--- src/rtl/odd_parity_gen.sv ---
// Registered parity generator for a DATA_W-bit word with a matching frame checker.
// Generator and checker share nothing but the clock and reset, so TX and RX can run together.
module odd_parity_gen #(
  parameter int DATA_W = 8,
  parameter bit ODD    = 1'b1
) (
  input  logic                          clk,
  input  logic                          rst_n,
  input  logic                          in_valid,
  input  logic [DATA_W-1:0]             data_in,
  output logic                          out_valid,
  output logic                          parity_out,
  output logic [DATA_W-1:0]             data_out,
  output logic [DATA_W:0]               frame_out,
  output logic [$clog2(DATA_W+1)-1:0]   ones_count,
  input  logic                          chk_valid,
  input  logic [DATA_W:0]               chk_frame,
  output logic                          chk_done,
  output logic                          chk_err
);

  localparam int CNT_W = $clog2(DATA_W + 1);

  logic              w_parity;
  logic [CNT_W-1:0]  w_ones;
  logic              w_chk_err;

  logic              r_out_valid;
  logic              r_parity;
  logic [DATA_W-1:0] r_data;
  logic [CNT_W-1:0]  r_ones;
  logic              r_chk_done;
  logic              r_chk_err;

  // Odd parity sets the bit when the word already holds an even number of ones.
  assign w_parity  = ODD ? ~^data_in : ^data_in;
  assign w_chk_err = ODD ? ~^chk_frame : ^chk_frame;

  // NOTE: every variable assigned in always_comb gets a default first, so no path can infer a latch.
  always_comb begin
    w_ones = '0;
    for (int i = 0; i < DATA_W; i++) begin
      w_ones = w_ones + CNT_W'(data_in[i]);
    end
  end

  // NOTE: sequential state uses non-blocking assignments so all registers sample pre-edge values.
  always_ff @(posedge clk or negedge rst_n) begin
    if (!rst_n) begin
      r_out_valid <= 1'b0;
      r_parity    <= 1'b0;
      r_data      <= '0;
      r_ones      <= '0;
    end else begin
      r_out_valid <= in_valid;
      if (in_valid) begin
        r_parity <= w_parity;
        r_data   <= data_in;
        r_ones   <= w_ones;
      end
    end
  end

  always_ff @(posedge clk or negedge rst_n) begin
    if (!rst_n) begin
      r_chk_done <= 1'b0;
      r_chk_err  <= 1'b0;
    end else begin
      r_chk_done <= chk_valid;
      if (chk_valid) begin
        r_chk_err <= w_chk_err;
      end
    end
  end

  assign out_valid  = r_out_valid;
  assign parity_out = r_parity;
  assign data_out   = r_data;
  assign frame_out  = {r_parity, r_data};
  assign ones_count = r_ones;
  assign chk_done   = r_chk_done;
  assign chk_err    = r_chk_err;

endmodule

--- config.mk ---
export PLATFORM = sky130hd
export DESIGN_NAME = odd_parity_gen
export DESIGN_NICKNAME = d
export VERILOG_FILES = /design/src/rtl/odd_parity_gen.sv
export SDC_FILE = /design/constraint.sdc
export NUM_CORES = 1
export LEC_CHECK = 0
export BUFFER_PORTS_ARGS = -buffer_cell sky130_fd_sc_hd__buf_2
export CORE_UTILIZATION = 49
export CTS_CLUSTER_DIAMETER = 100
export CTS_CLUSTER_SIZE = 30
export DETAILED_ROUTE_END_ITERATION = 8
export HOLD_SLACK_MARGIN = 0.1
export PLACE_DENSITY = 0.84
export SLEW_MARGIN = 20
export SYNTH_ARGS = -nofsm -noshare
export SYNTH_HDL_FRONTEND = slang
export SYNTH_SLANG_ARGS = --single-unit
--- constraint.sdc ---
create_clock -name clk -period 1.3 [get_ports clk]
set_input_delay 0.13 -clock clk [delete_from_list [all_inputs] [get_ports clk]]
set_output_delay 0.13 -clock clk [all_outputs]
set_load 0.01 [all_outputs]
==> Implementation_results.wiki <==
{| class="wikitable"
! Metric !! Value
|-
| Dominant cell by count in the synthesized netlist || dfrtp_1
|-
| Worst path setup slack after routing || -1.131 ns
|-
| Most frequent cell on the critical path || fa_1
|-
| Vias per cell || 4.590
|-
| Share of final-layout standard cells stronger than drive strength 1 || 58.02%
|-
| Top cells by instance count after synthesis || dfrtp_1, inv_1, mux2_2
|-
| Violated checks || setup timing
|-
| Top-Level Pins || 46
|-
| Worst R2R Path Depth || 1
|-
| Chip Width || 46.49 um
|-
| Worst R2R Start || data_out[1]
|-
| Number of DRC violations after detailed-routing iteration 0 || 3
|-
| Peak clock frequency supported by timing || 411.4 MHz
|-
| Placed insts || 148
|-
| Library cell occupying the most area in the post-synthesis netlist || dfrtp_1
|-
| Min-Delay Path Class || in -> reg
|-
| Largest voltage drop on the vdd net || 0.7674 mV
|-
| Clock sinks || 16
|-
| Number of flops mapped to enable cells by yosys || 0
|-
| DR vias || 716
|-
| Endpoint, Worst Hold || data_out[4]
|-
| Number of buffers created by CTS || 3
|-
| Routed length per instance || 12.10 um
|-
| Critical R2R Capture || data_out[1]
|-
| Global-route wire length before repair || 2.918 mm
|-
| Routed Wire Length || 1.887 mm
|-
| Register bit count reported by yosys || 16
|-
| Antenna Nets Post-Route || 0
|-
| Number of antenna violations at the first check in global routing || 0
|-
| Transition time at the pin with the least slew margin || 0.3741 ns
|-
| Via count of the first global-routing pass || 704
|-
| Core area || 1783 um2
|-
| Area fraction of the dominant cell type after synthesis || 41.29%
|-
| Clock tree from TritonCTS || built
|-
| Count of different cell masters after synthesis || 17
|-
| Critical-path cell with the highest stage delay || fa_1
|-
| Combined area of the multi-input logic cells || 462.9 um2
|-
| Kind of end point of the critical path || flip-flop
|-
| Number of hold-slack violations in the final timing report || 0
|-
| Placer congestion estimate || 0.7601
|-
| Required time of the critical path || 1.48 ns
|-
| R2r setup slk || 0.52 ns
|-
| Post-layout nets || 162
|-
| Source of the worst hold timing path || data_in[4]
|-
| Outcome || finished, violations left
|-
| Setup skew after layout || 0 ns
|-
| Placed cell areas || 1229 um2
|-
| Cell Chain, Critical Path || buf_8, inv_8, fa_1, fa_1, fa_1, inv_2, ha_4, inv_2, fa_2, xnor2_1, mux2_4
|-
| Final clock period utilization by the worst path || 187.0%
|-
| Post-synthesis net count || 111
|-
| Die extent in y || 46.49 um
|-
| CTS max path bufs || 2
|-
| Register area share after synthesis || 41.29%
|-
| Final worst path period need || 2.431 ns
|-
| Number of remaining DRC errors || 0
|-
| Final Non-Filler Cells || 156
|-
| Fillcell total || 131
|-
| Total die area || 2161 um2
|-
| Number of cells produced by synthesis || 82
|-
| Number of rows in the core area || 15
|-
| Global route overflow || 0
|-
| Asr flop ratio synth || 100.0%
|-
| Worst skew pair latency || 0.29 ns
|-
| Hold path depth || 2
|-
| Post-Syn Area per Cell || 11.83 um2
|-
| Kind of cell adding the most delay to the critical path || adder cells
|-
| Global-route usage over all layers || 20.26%
|-
| Crit path arrival time || 2.61 ns
|-
| Maximum number of pins on one net before global-route repair || 17
|-
| Layout-stage area growth over the synthesis result || 36.39%
|-
| DP Wirelength || 1.449 mm
|-
| Clock transition at the registers of the reported paths || 0.09 ns
|-
| Unrepaired setup endpoints after global routing || yes
|-
| Detailed-router iteration count before antenna repair || 2
|-
| Count of input and output buffers || 45
|-
| Headroom to the max-slew limit || 75.06%
|-
| Main flop type after synthesis || dfrtp_1
|-
| Final number of setup-violating endpoints || 4
|-
| Critical path fanouts, max || 2
|-
| Cell area after synthesis || 969.7 um2
|-
| Yosys warnings || 0
|-
| Buffer cell driving the clock tree root || clkbuf_4
|-
| Worst Setup Path Type || in -> reg
|-
| Pwr Density || 1202 nW/um2
|-
| Max H-tree Level || 1
|-
| Category of the worst setup path launch point || input pin
|-
| Starting utilization of the core area || 54.39%
|-
| Count of buffering cells on the critical path with inverters included || 4
|-
| Count of final max-slew check failures || 0
|-
| Register area || 400.4 um2
|-
| Static leakage || 0.6929 nW
|-
| Dominant cells by area after synthesis || dfrtp_1, mux2_2, fa_1
|-
| Final design area excluding fillers || 1323 um2
|-
| Final core utilization || 74.18%
|-
| Largest stage delay, worst path || 0.55 ns
|-
| Diode insertion count for antenna repair || 0
|-
| Max capacitance violation total || 0
|}
-- placed cells by master (no fill, tap or decap), types with 2 or more instances in the layout --
cell,n
buf_2,43
dfrtp_1,16
inv_1,10
xnor2_1,9
mux2_2,8
buf_4,8
inv_2,4
dlygate4sd3_1,4
fa_1,3
ha_1,3
clkbuf_4,3
mux2_4,2
xnor2_2,2
xor2_1,2
nor2_1,2
a21oi_1,2
-- per-stage QoR --
stage                     power (mW)  hold WS, ns  worst slack (ns)  TNS, ns
after floorplan                1.083      -0.1656            -1.305   -4.241
after detailed placement       1.294      0.06896            -1.533   -5.292
after global routing           1.710       0.1229            -1.176   -3.851
after global placement         1.264      0.05378            -1.481   -5.079
final                          1.590       0.1173            -1.131   -3.689
after CTS                      1.591       0.1126            -1.123   -3.611
-- worst max path at each step --
| stage | from | slack (ns) | depth (start not counted) | to |
|---|---|---|---|---|
| floorplan | data_in[3] | -1.30 | 10 | ones_count[2] |
| global placement | data_in[3] | -1.48 | 11 | ones_count[2] |
| detailed placement | data_in[3] | -1.53 | 11 | ones_count[2] |
| CTS | data_in[3] | -1.12 | 11 | ones_count[2] |
| global route | data_in[3] | -1.18 | 11 | ones_count[2] |
| finish | data_in[3] | -1.13 | 11 | ones_count[2] |
-- per-layer routing --
layer | GRT usage (%) | vias to the layer above | share of wire (%)
met5 | 0 | - | 0
met4 | 8.824 | 0 | 1.4
met3 | 4.706 | 3 | 5.0
met2 | 38.61 | 30 | 54
met1 | 20.30 | 344 | 40
li1 | - | 339 | -
-- kinds of logic (layout without fill, tap and decap cells) --
logic type,after synthesis,after routing,synth area share (%)
AOI/OAI and AO/OA,4,4,2.194
xor gates and xnor gates,14,14,15.61
adders and majority gates,8,8,13.42
buffers and inverters,26,75,13.68
DFF,16,16,41.29
muxes,11,11,12.65
and+or+nand+nor,3,3,1.161
-- where the power goes --
group          total, mW  internal (mW)  switching, mW
Sequential         0.648          0.593         0.0548
Clock              0.264          0.108          0.156
Combinational      0.677          0.365          0.312
-- sequential cells by signal, summed over array words and instances (netlist names) --
| name | cells |
|---|---|
| out_valid | 1 |
| data_out | 8 |
| parity_out | 1 |
| ones_count | 4 |
| chk_err | 1 |
| chk_done | 1 |
-- timing repair --
action                                  CTS  global route
buffers inserted                          1             1
gates resized for setup                   5             2
hold buffers                              4             0
cloned                                    0             0
endpoints found under the setup margin    4             4
endpoints found under the hold margin    20             0
pin swaps                                 3             2
-- cell type report --
type / instances / area share (%)
flip-flops and latches: 16 / 30.27
multi-input cells: 40 / 35.00
clock buffers: 3 / 1.703
inverters: 15 / 4.825
well taps: 25 / 2.365
repair buffers: 57 / 25.83
Note: power is estimated with default switching activity, not from simulation.
